### src/rtl/cache_control_pkg.sv
// lc3b_types: shared cache controller state encoding and datapath mux selects.
package lc3b_types;
  typedef enum logic [2:0] {IDLE, COMPARE, WRITEBACK, ALLOCATE, WT_WRITE} cache_state;
  localparam logic PMEM_ADDR_CPU = 1'b0;
  localparam logic PMEM_ADDR_VICTIM = 1'b1;
  localparam logic DATA_IN_CPU = 1'b0;
  localparam logic DATA_IN_PMEM = 1'b1;
endpackage

### src/rtl/cache_control_sat_counter.sv
// sat_counter: up-counter that sticks at all-ones instead of wrapping.
module sat_counter #(
  parameter int W = 16
) (
  input  logic         clk,
  input  logic         reset_n,
  input  logic         inc,
  output logic [W-1:0] count
);
  always_ff @(posedge clk)
    if (!reset_n) count <= '0;
    else if (inc && count != '1) count <= count + W'(1);
endmodule

### src/rtl/cache_control.sv
// cache_control: L1 cache sequencing FSM (compare, writeback, allocate,
// write-through) with saturating hit/miss counters.
module cache_control
  import lc3b_types::*;
#(
  parameter int WAYS = 2,
  parameter int WRITE_BACK = 1,
  parameter int CNT_W = 16,
  localparam int WAY_W = $clog2(WAYS)
) (
  input  logic             clk,
  input  logic             reset_n,
  input  logic             mem_read,
  input  logic             mem_write,
  output logic             mem_resp,
  input  logic             hit,
  input  logic [WAY_W-1:0] hit_way,
  input  logic [WAY_W-1:0] lru_way,
  input  logic             victim_valid,
  input  logic             victim_dirty,
  input  logic             pmem_resp,
  output logic             pmem_read,
  output logic             pmem_write,
  output logic             pmem_addr_sel,
  output logic [WAY_W-1:0] way_sel,
  output logic             load_data,
  output logic             load_tag,
  output logic             load_valid,
  output logic             load_dirty,
  output logic             load_lru,
  output logic             dirty_in,
  output logic             data_in_sel,
  output logic [CNT_W-1:0] hit_count,
  output logic [CNT_W-1:0] miss_count
);
  localparam bit WB = WRITE_BACK != 0;
  cache_state state, nxt;
  logic recmp;
  logic wt_wr;
  logic victim_wb;
  assign wt_wr = !WB && mem_write;
  assign victim_wb = WB && victim_valid && victim_dirty;
  always_ff @(posedge clk)
    if (!reset_n) begin
      state <= IDLE;
      recmp <= 1'b0;
    end else begin
      state <= nxt;
      recmp <= state == ALLOCATE && pmem_resp;
    end
  always_comb begin
    nxt = state;
    mem_resp = 1'b0;
    pmem_read = 1'b0;
    pmem_write = 1'b0;
    pmem_addr_sel = PMEM_ADDR_CPU;
    way_sel = '0;
    load_data = 1'b0;
    load_tag = 1'b0;
    load_valid = 1'b0;
    load_dirty = 1'b0;
    load_lru = 1'b0;
    dirty_in = 1'b0;
    data_in_sel = DATA_IN_CPU;
    case (state)
      IDLE: nxt = (mem_read || mem_write) ? COMPARE : IDLE;
      COMPARE:
        if (hit) begin
          way_sel = hit_way;
          load_lru = 1'b1;
          load_data = mem_write;
          load_dirty = mem_write && WB;
          dirty_in = mem_write && WB;
          mem_resp = !wt_wr;
          nxt = wt_wr ? WT_WRITE : IDLE;
        end else nxt = wt_wr ? WT_WRITE : victim_wb ? WRITEBACK : ALLOCATE;
      WRITEBACK: begin
        pmem_write = 1'b1;
        pmem_addr_sel = PMEM_ADDR_VICTIM;
        way_sel = lru_way;
        nxt = pmem_resp ? ALLOCATE : WRITEBACK;
      end
      ALLOCATE: begin
        pmem_read = 1'b1;
        way_sel = lru_way;
        load_data = pmem_resp;
        load_tag = pmem_resp;
        load_valid = pmem_resp;
        load_dirty = pmem_resp;
        data_in_sel = pmem_resp ? DATA_IN_PMEM : DATA_IN_CPU;
        nxt = pmem_resp ? COMPARE : ALLOCATE;
      end
      WT_WRITE: begin
        pmem_write = 1'b1;
        mem_resp = pmem_resp;
        nxt = pmem_resp ? IDLE : WT_WRITE;
      end
      default: nxt = IDLE;
    endcase
    // a cycle with reset low must neither complete the request nor touch the arrays
    if (!reset_n) begin
      mem_resp = 1'b0;
      load_data = 1'b0;
      load_tag = 1'b0;
      load_valid = 1'b0;
      load_dirty = 1'b0;
      load_lru = 1'b0;
    end
  end
  sat_counter #(.W(CNT_W)) u_hit_cnt (
    .clk(clk),
    .reset_n(reset_n),
    .inc(state == COMPARE && !recmp && hit),
    .count(hit_count)
  );
  sat_counter #(.W(CNT_W)) u_miss_cnt (
    .clk(clk),
    .reset_n(reset_n),
    .inc(state == COMPARE && !recmp && !hit),
    .count(miss_count)
  );
endmodule

### config.mk
export PLATFORM = sky130hd
export DESIGN_NAME = cache_control
export DESIGN_NICKNAME = d
export VERILOG_FILES = /design/src/rtl/cache_control_pkg.sv /design/src/rtl/cache_control_sat_counter.sv /design/src/rtl/cache_control.sv
export SDC_FILE = /design/constraint.sdc
export NUM_CORES = 1
export LEC_CHECK = 0
export CAP_MARGIN = 20
export CORE_MARGIN = 2
export CORE_UTILIZATION = 30
export DETAILED_ROUTE_END_ITERATION = 12
export SETUP_SLACK_MARGIN = 0.15
export SYNTH_ARGS = -nofsm -noshare
export SYNTH_HDL_FRONTEND = slang
export SYNTH_SLANG_ARGS = --single-unit
### constraint.sdc
create_clock -name clk -period 3.1 [get_ports clk]
set_input_delay 0.62 -clock clk [delete_from_list [all_inputs] [get_ports clk]]
set_output_delay 0.62 -clock clk [all_outputs]
set_load 0.01 [all_outputs]
==> results of run 1 <==
## flip-flops by register name, summed over array words and instances, names as in the netlist
| name | cells |
|---|---|
| u_hit_cnt.count | 16 |
| recmp | 1 |
| u_miss_cnt.count | 16 |
| state | 3 |
## worst min-delay path by stage
stage	startpoint	endpoint	slack [ps]
2_1_floorplan	u_hit_cnt.count[5]$_SDFFE_PN0P_	u_hit_cnt.count[5]$_SDFFE_PN0P_	510
3_3_place_gp	u_hit_cnt.count[1]$_SDFFE_PN0P_	u_hit_cnt.count[1]$_SDFFE_PN0P_	490
3_5_place_dp	u_hit_cnt.count[1]$_SDFFE_PN0P_	u_hit_cnt.count[1]$_SDFFE_PN0P_	500
4_1_cts	u_miss_cnt.count[14]$_SDFFE_PN0P_	u_miss_cnt.count[14]$_SDFFE_PN0P_	510
5_1_grt	u_hit_cnt.count[1]$_SDFFE_PN0P_	u_hit_cnt.count[1]$_SDFFE_PN0P_	530
6_report	u_hit_cnt.count[1]$_SDFFE_PN0P_	u_hit_cnt.count[1]$_SDFFE_PN0P_	510
## worst reg2reg max path, delay by kind of cell, from the launching register on
family,cells,cell delay [ps]
AOI/OAI and AO/OA,1,140
DFF,1,540
and+or+nand+nor,3,1440
## stage by stage
stage                     power, mW  setup WS [ps]  hold slack (ps)  util [%]  instances
final                         0.923            310              508      42.1        375
after global routing          0.970            164              530      42.1        375
after CTS                     0.935            291              513      42.1        375
after detailed placement      0.585            293              498      40.7        367
after global placement        0.584            342              488      40.7        367
after floorplan               0.541            656              506         -        245
## cell usage after synthesis, types with 2 or more instances
library cell / instances / area (µm²)
a211oi_1: 3 / 22.5
a21oi_1: 24 / 120
a311oi_1: 2 / 17.5
and2_1: 8 / 50.1
and3_1: 2 / 12.5
and4_1: 3 / 26.3
buf_2: 3 / 15.0
buf_4: 2 / 15.0
clkbuf_1: 8 / 30.0
dfxtp_1: 36 / 721
ha_1: 2 / 25.0
inv_1: 5 / 18.8
mux2i_1: 10 / 100
nand2_1: 30 / 113
nand2b_1: 11 / 68.8
nand3_1: 8 / 40.0
nand4_1: 14 / 87.6
nor2_1: 4 / 15.0
nor3_1: 9 / 45.0
nor3b_1: 3 / 22.5
nor4_1: 5 / 31.3
nor4b_1: 2 / 17.5
o211a_1: 2 / 20.0
o21ai_0: 6 / 30.0
o21ba_2: 2 / 20.0
o31ai_1: 12 / 90.1
or3_1: 5 / 31.3
or4_1: 11 / 82.6
## power groups by stage
stage               sequential [mW]  combinational (mW)  clock [mW]
global placement              0.492              0.0917           0
finish                        0.482              0.0914       0.350
floorplan                     0.486              0.0552           0
global route                  0.484               0.102       0.385
CTS                           0.481              0.0931       0.361
detailed placement            0.492              0.0926           0
## area by class of cell
type	count	share of cell area, %
inverters	5	0.694
clock buffers	6	3.05
well taps	77	3.56
flip-flops and latches	36	26.6
repair buffers	59	21.3
clock inverters	2	0.370
multi-input cells	190	44.4
## cell families (layout without fill, tap and decap cells)
kind of cell,count (synthesis),after routing
multiplexers,10,10
adder cells (fa/ha/maj),2,2
flip-flops,36,36
AO/OA/AOI/OAI,55,55
buffers and inverters,19,72
XOR/XNOR,1,1
AND/OR/NAND/NOR,122,122
## routing by layer
metal / share of wire, % / vias to the layer above / wire [µm] / global-route usage, %
li1: - / 1026 / - / -
met1: 47 / 957 / 2330 / 18.4
met2: 47 / 47 / 2320 / 22.4
met3: 4.9 / 6 / 243 / 4.43
met4: 1.4 / 0 / 70 / 5.19
met5: 0 / - / 0 / 0
==> qor.csv, run 1 <==
metric,value,unit
crit_start,hit,
status,completed,
fp.dieArea,7380,µm²
p_sw,230,µW
clkPwrFrac,37.9,%
synth_cell_types,41,
insertion_delay,290,ps
cts_hold_buf,0,
maxSlewViolCount,0,
rr_worst_depth,4,
r2r-start,state[0]$_SDFF_PN0_,
grt_pass1_wl,8510,µm
synthMuxAreaShare,4.98,%
worstMarginPinSlew,659,ps
synth_fa_ha_area_share,1.24,%
clock_path_buffers,2,
num_rows,29,
cpPeakStageDelay,540,ps
synth_top_family_by_area,simple AND/OR/NAND/NOR gates,
rsz0062_at_grt,no,
grt_pass1_vias,1865,
post_drt_wl_per_cell,13.2,µm
path_common_cell,clkdlybuf4s50_1,
yosysWarnings,0,
multiInputGateArea,1200,µm²
syn_nets,257,
viasPerCell,5.43,
post_cts_buffers,0,
fp.dieW,85.9,µm
start_util,31.3,%
clk_pin_slew_worst_paths,70,ps
dp_hpwl,3640,µm
crit_type,input port to output port,
final_common_cell,clkdlybuf4s50_1,
p_sw_share,24.9,%
post-route-cell-area,2710,µm²
drc,0,
root_buffer,clkbuf_8,
core-area,6420,µm²
gp_congestion,0.737,
htreeDepth,2,
synth_xor_area_share,0.435,%
tritoncts,done,
clock.fmax,358,MHz
crit_chain,"clkdlybuf4s50_1, nand2_1, nor3b_1, o211a_1, clkdlybuf4s50_1",
port_buffers,53,
seq_power_share,52.2,%
path_buf_inv,2,
areaGrowthSynthToFinish,34.5,%
pwr-share-comb,9.9,%
p_leak,0.860,nW
cp_max_fo,3,
syn-mean-instance-area,8.21,µm²
arrival,2170,ps
synth_ff_type,dfxtp_1,
worstSetupStartpointType,input port,
relSlewSlack,56.0,%
cts_sinks,36,
required,2480,ps
antenna_cells,0,
ys_ff_latch,36,
ios,54,
period_minus_slack,2790,ps
grt_use_total,14.3,%
peakVddDrop,0.000159,V
hold_viol,0,
regToRegSetupSlack,880,ps
async_flop_share,0,%
ant_nets,0,
placed_area,2610,µm²
grt_max_degree,21,
critPathCapture,load_data,
routed_wl,4970,µm
finClkSkew,3.58,ps
cp.depth,5,
regArea,721,µm²
power_density,341,nW/µm²
drive_gt1_share,6.71,%
drt_iter0_drc,99,
netlist_instances,245,
synth_compound_area_share,17.5,%
setup_violations,0,
worstReg2RegEnd,u_miss_cnt.count[12]$_SDFFE_PN0P_,
cts_buffers,5,
final_cell_mix,"clkdlybuf4s50_1 (53), dfxtp_1 (36), nand2_1 (30)",
synth_area,2010,µm²
ctsResizeCount,0,
hold_depth,2,
fill_cells,659,
internal_power,693,µW
hold_class,flip-flop to flip-flop,
maxCapViolations,0,
final_nets,309,
tns,0,ps
vias,2036,
firstDrtPassIters,4,
die_y,85.9,µm
fin_crit_sh,90.0,%
yosys.area_share.simple,35.5,%
seq_area_frac_synth,35.8,%
antenna_found_initial,0,
grt-ovfl-total,0,
end_kind,output port,
cp_top_family,buffers and inverters,
synth_edf_count,0,
cp_slowest_cell,clkdlybuf4s50_1,
Note: power is estimated with default switching activity, not from simulation.
==> run 2, diff against run 1 <==
--- a/config.mk
+++ b/config.mk
@@ -7,8 +7,9 @@
 export LEC_CHECK = 0
 export CAP_MARGIN = 20
 export CORE_MARGIN = 2
-export CORE_UTILIZATION = 30
+export CORE_UTILIZATION = 52
 export DETAILED_ROUTE_END_ITERATION = 12
+export PLACE_DENSITY = 0.85
 export SETUP_SLACK_MARGIN = 0.15
 export SYNTH_ARGS = -nofsm -noshare
 export SYNTH_HDL_FRONTEND = slang
==> run 2 against run 1 <==
Compared with the run above:
- register-to-register slack is essentially flat
- via count grew 0.79%
- count of clock-buffer cells in the layout grew 2
- sequential share of layout area grew 0.46 points
- critical endpoint unchanged
- worst setup slack gained 13 ps
- highest routed layer unchanged
==> qor.csv, run 2 (synthesis gave the netlist of run 1 again) <==
metric,value,unit
crit_chain,"clkdlybuf4s50_1, nand2_1, nor3b_1, o211a_1, clkdlybuf4s50_1",
period_minus_slack,2780,ps
final_nets,308,
status,completed,
clock_path_buffers,2,
drt_iter0_drc,98,
whs,506,ps
areaGrowthSynthToFinish,32.2,%
cts_sinks,36,
setup_violations,0,
fp.dieArea,4380,µm²
antenna_found_initial,0,
drc,0,
dpl_worst_slack,306,ps
relSlewSlack,58.1,%
core-area,3690,µm²
fill_cells,310,
cp_max_fo,3,
ant_nets,0,
p_leak,0.849,nW
power_density,341,nW/µm²
end_kind,output port,
grt_pass1_wl,7670,µm
drive_gt1_share,5.72,%
worstSetupStartpointType,input port,
tns,0,ps
final_util,72.1,%
regToRegSetupSlack,880,ps
firstDrtPassIters,4,
cts_hold_buf,0,
crit_type,input port to output port,
clk_pin_slew_worst_paths,70,ps
port_buffers,53,
num_rows,22,
final_cell_mix,"clkdlybuf4s50_1 (53), dfxtp_1 (36), nand2_1 (30)",
antenna_cells,0,
layout_setup_ws,323,ps
grt-ovfl-total,0,
final_common_cell,clkdlybuf4s50_1,
worstMarginPinSlew,627,ps
cpPeakStageDelay,530,ps
path_common_cell,clkdlybuf4s50_1,
cp_top_family,buffers and inverters,
fin_crit_sh,89.6,%
gp_congestion,0.779,
clock.fmax,360,MHz
ios,54,
finClkSkew,7.61,ps
maxCapViolations,0,
peakVddDrop,0.000216,V
grt_use_total,22.1,%
required,2480,ps
post_drt_wl_per_cell,13.3,µm
die_y,66.2,µm
grt_max_degree,21,
start_util,54.5,%
reg_top3,"u_hit_cnt.count x16, u_miss_cnt.count x16, state x3",
dp_hpwl,3350,µm
viasPerCell,5.95,
insertion_delay,280,ps
vias,2052,
path_buf_inv,2,
htreeDepth,2,
hold_class,flip-flop to flip-flop,
cp_slowest_cell,clkdlybuf4s50_1,
arrival,2160,ps
post_cts_buffers,0,
rsz0062_at_grt,no,
tritoncts,done,
root_buffer,clkbuf_8,
routed_wl,4610,µm
cts_buffers,5,
ctsResizeCount,0,
maxSlewViolCount,0,
hold_viol,0,
fp.dieW,66.2,µm
grt_pass1_vias,1763,
## run 2: path summary, 6_finish.rpt
path / from / endpoint / cells past startpoint
min: u_hit_cnt.count[5]$_SDFFE_PN0P_ / u_hit_cnt.count[5]$_SDFFE_PN0P_ / 2
min reg2reg: u_hit_cnt.count[5]$_SDFFE_PN0P_ / u_hit_cnt.count[5]$_SDFFE_PN0P_ / 2
max: hit / load_data / 5
max reg2reg: state[0]$_SDFF_PN0_ / u_miss_cnt.count[10]$_SDFFE_PN0P_ / 4
## run 2: stage by stage
stage          std cells  power [mW]  cell area, µm²
2_1_floorplan        245       0.541            2010
3_3_place_gp         337       0.582            2570
3_5_place_dp         337       0.583            2570
4_1_cts              345       0.915            2660
5_1_grt              345       0.948            2660
6_report             345       0.906            2660
## run 2: final cells by class
type,count,area (µm²),area share (%)
timing repair buffer,58,568,21.4
tap,48,60.1,2.26
multi-input combinational,190,1200,45.2
sequential,36,721,27.1
clock buffer,8,90.1,3.39
inverter,5,18.8,0.706
## run 2: tightest hold or removal path, stage by stage (launching register included)
cell,delay [ps]
dfxtp_1,340
nand2_1,60
mux2i_1,60
## run 2: report_power, final
group	internal [mW]	switching, mW
Combinational	0.0476	0.0439
Clock	0.181	0.152
Sequential	0.468	0.0130
Total	0.697	0.209
## run 2: layer usage
metal,part of all wire (%),vias to the layer above,GRT usage [%],wire [µm]
met3,5.0,8,4.77,228
met1,45,958,27.9,2090
met2,48,56,37.3,2220
li1,-,1030,-,-
met4,1.6,0,6.89,72
met5,0,-,0,0
==> run 3, diff against run 2 <==
--- a/config.mk
+++ b/config.mk
@@ -7,9 +7,9 @@
 export LEC_CHECK = 0
 export CAP_MARGIN = 20
 export CORE_MARGIN = 2
-export CORE_UTILIZATION = 52
+export CORE_UTILIZATION = 45
 export DETAILED_ROUTE_END_ITERATION = 12
-export PLACE_DENSITY = 0.85
+export PLACE_DENSITY = 0.75
 export SETUP_SLACK_MARGIN = 0.15
 export SYNTH_ARGS = -nofsm -noshare
 export SYNTH_HDL_FRONTEND = slang
==> run 3 against run 2 <==
Compared with the run above:
- fmax down 1.5%
- critical endpoint unchanged
- die area up 15%
- sequential power about the same
- sequential cell count unchanged
- first-iteration DRC count up 55%
- critical path depth unchanged
- power up 1.6%
- combinational power down 2%
==> qor.csv, run 3 (synthesis gave the netlist of run 1 again) <==
metric,value,unit
core-area,4320,µm²
hold_class,flip-flop to flip-flop,
dp_hpwl,3300,µm
path_common_cell,clkdlybuf4s50_1,
post-route-cell-area,2660,µm²
fp.dieArea,5020,µm²
final_cell_mix,"clkdlybuf4s50_1 (53), dfxtp_1 (36), nand2_1 (30)",
ant_nets,0,
cpPeakStageDelay,540,ps
ctsResizeCount,0,
areaGrowthSynthToFinish,32.0,%
cp_slowest_cell,clkdlybuf4s50_1,
total_power,920,µW
cts_buffers,5,
final_util,61.4,%
post_drt_wl_per_cell,13.5,µm
p_leak,0.844,nW
root_buffer,clkbuf_8,
power_density,346,nW/µm²
maxSlewViolCount,0,
finClkSkew,3.76,ps
firstDrtPassIters,4,
arrival,2200,ps
fin_crit_sh,90.9,%
tns,0,ps
fp.dieW,70.9,µm
worstMarginPinSlew,648,ps
cts_sinks,36,
post_cts_buffers,0,
clk_pin_slew_worst_paths,70,ps
grt_pass1_vias,1711,
worstSetupStartpointType,input port,
grt_pass1_wl,7670,µm
port_buffers,53,
grt_use_total,19.0,%
routed_wl,4700,µm
clock.fmax,355,MHz
final_nets,307,
crit_type,input port to output port,
placed_area,2570,µm²
drc,0,
peakVddDrop,0.000169,V
end_kind,output port,
grt_max_degree,21,
reg_top3,"u_hit_cnt.count x16, u_miss_cnt.count x16, state x3",
die_y,70.9,µm
cts_hold_buf,0,
htreeDepth,2,
grt-ovfl-total,0,
required,2480,ps
drt_iter0_drc,152,
cp_top_family,buffers and inverters,
antenna_found_initial,0,
period_minus_slack,2820,ps
relSlewSlack,56.8,%
vias,2034,
viasPerCell,5.84,
path_buf_inv,2,
maxCapViolations,0,
rsz0062_at_grt,no,
cp_max_fo,3,
clock_path_buffers,2,
start_util,46.5,%
final_common_cell,clkdlybuf4s50_1,
hold_viol,0,
gp_congestion,0.808,
num_rows,24,
drive_gt1_share,5.41,%
status,completed,
setup_violations,0,
insertion_delay,290,ps
tritoncts,done,
crit_chain,"clkdlybuf4s50_1, nand2_1, nor3b_1, o211a_1, clkdlybuf4s50_1",
antenna_cells,0,
dp.cells,340,
fin_cells,348,
ios,54,
-- run 3: final timing paths --
check	from	endpoint	slack (ps)	cells past startpoint
min reg2reg	u_hit_cnt.count[5]$_SDFFE_PN0P_	u_hit_cnt.count[5]$_SDFFE_PN0P_	510	2
min	u_hit_cnt.count[5]$_SDFFE_PN0P_	u_hit_cnt.count[5]$_SDFFE_PN0P_	510	2
max	hit	load_data	280	5
max reg2reg	state[0]$_SDFF_PN0_	u_miss_cnt.count[12]$_SDFFE_PN0P_	890	4
-- run 3: cell type report --
class                           instances  area [µm²]
Clock buffer                            8        90.1
Fill cell                             408        1670
Inverter                                5        18.8
Multi-Input combinational cell        190        1200
Sequential cell                        36         721
Tap cell                               52        65.1
Timing Repair Buffer                   57         561
-- run 3: per-stage QoR --
| stage | worst slack (ps) | hold slack, ps |
|---|---|---|
| global placement | 322 | 486 |
| global route | 160 | 537 |
| detailed placement | 279 | 499 |
| floorplan | 656 | 506 |
| finish | 281 | 506 |
| CTS | 265 | 509 |
-- run 3: tightest hold or removal path, stage by stage, from the launching register on --
cell     delay (ps)
dfxtp_1         340
nand2_1          70
mux2i_1          50
-- run 3: routing by layer --
layer / track usage (%) / vias up / routed length, µm
met5: 0 / - / 0
met4: 8.60 / 0 / 92
met3: 5.84 / 8 / 294
met2: 28.8 / 61 / 2130
met1: 25.0 / 945 / 2180
li1: - / 1020 / -
-- run 3: where the power goes --
part	total, mW	internal (mW)	switching, mW
Sequential	0.482	0.468	0.0133
Clock	0.349	0.181	0.167
Combinational	0.0900	0.0468	0.0432
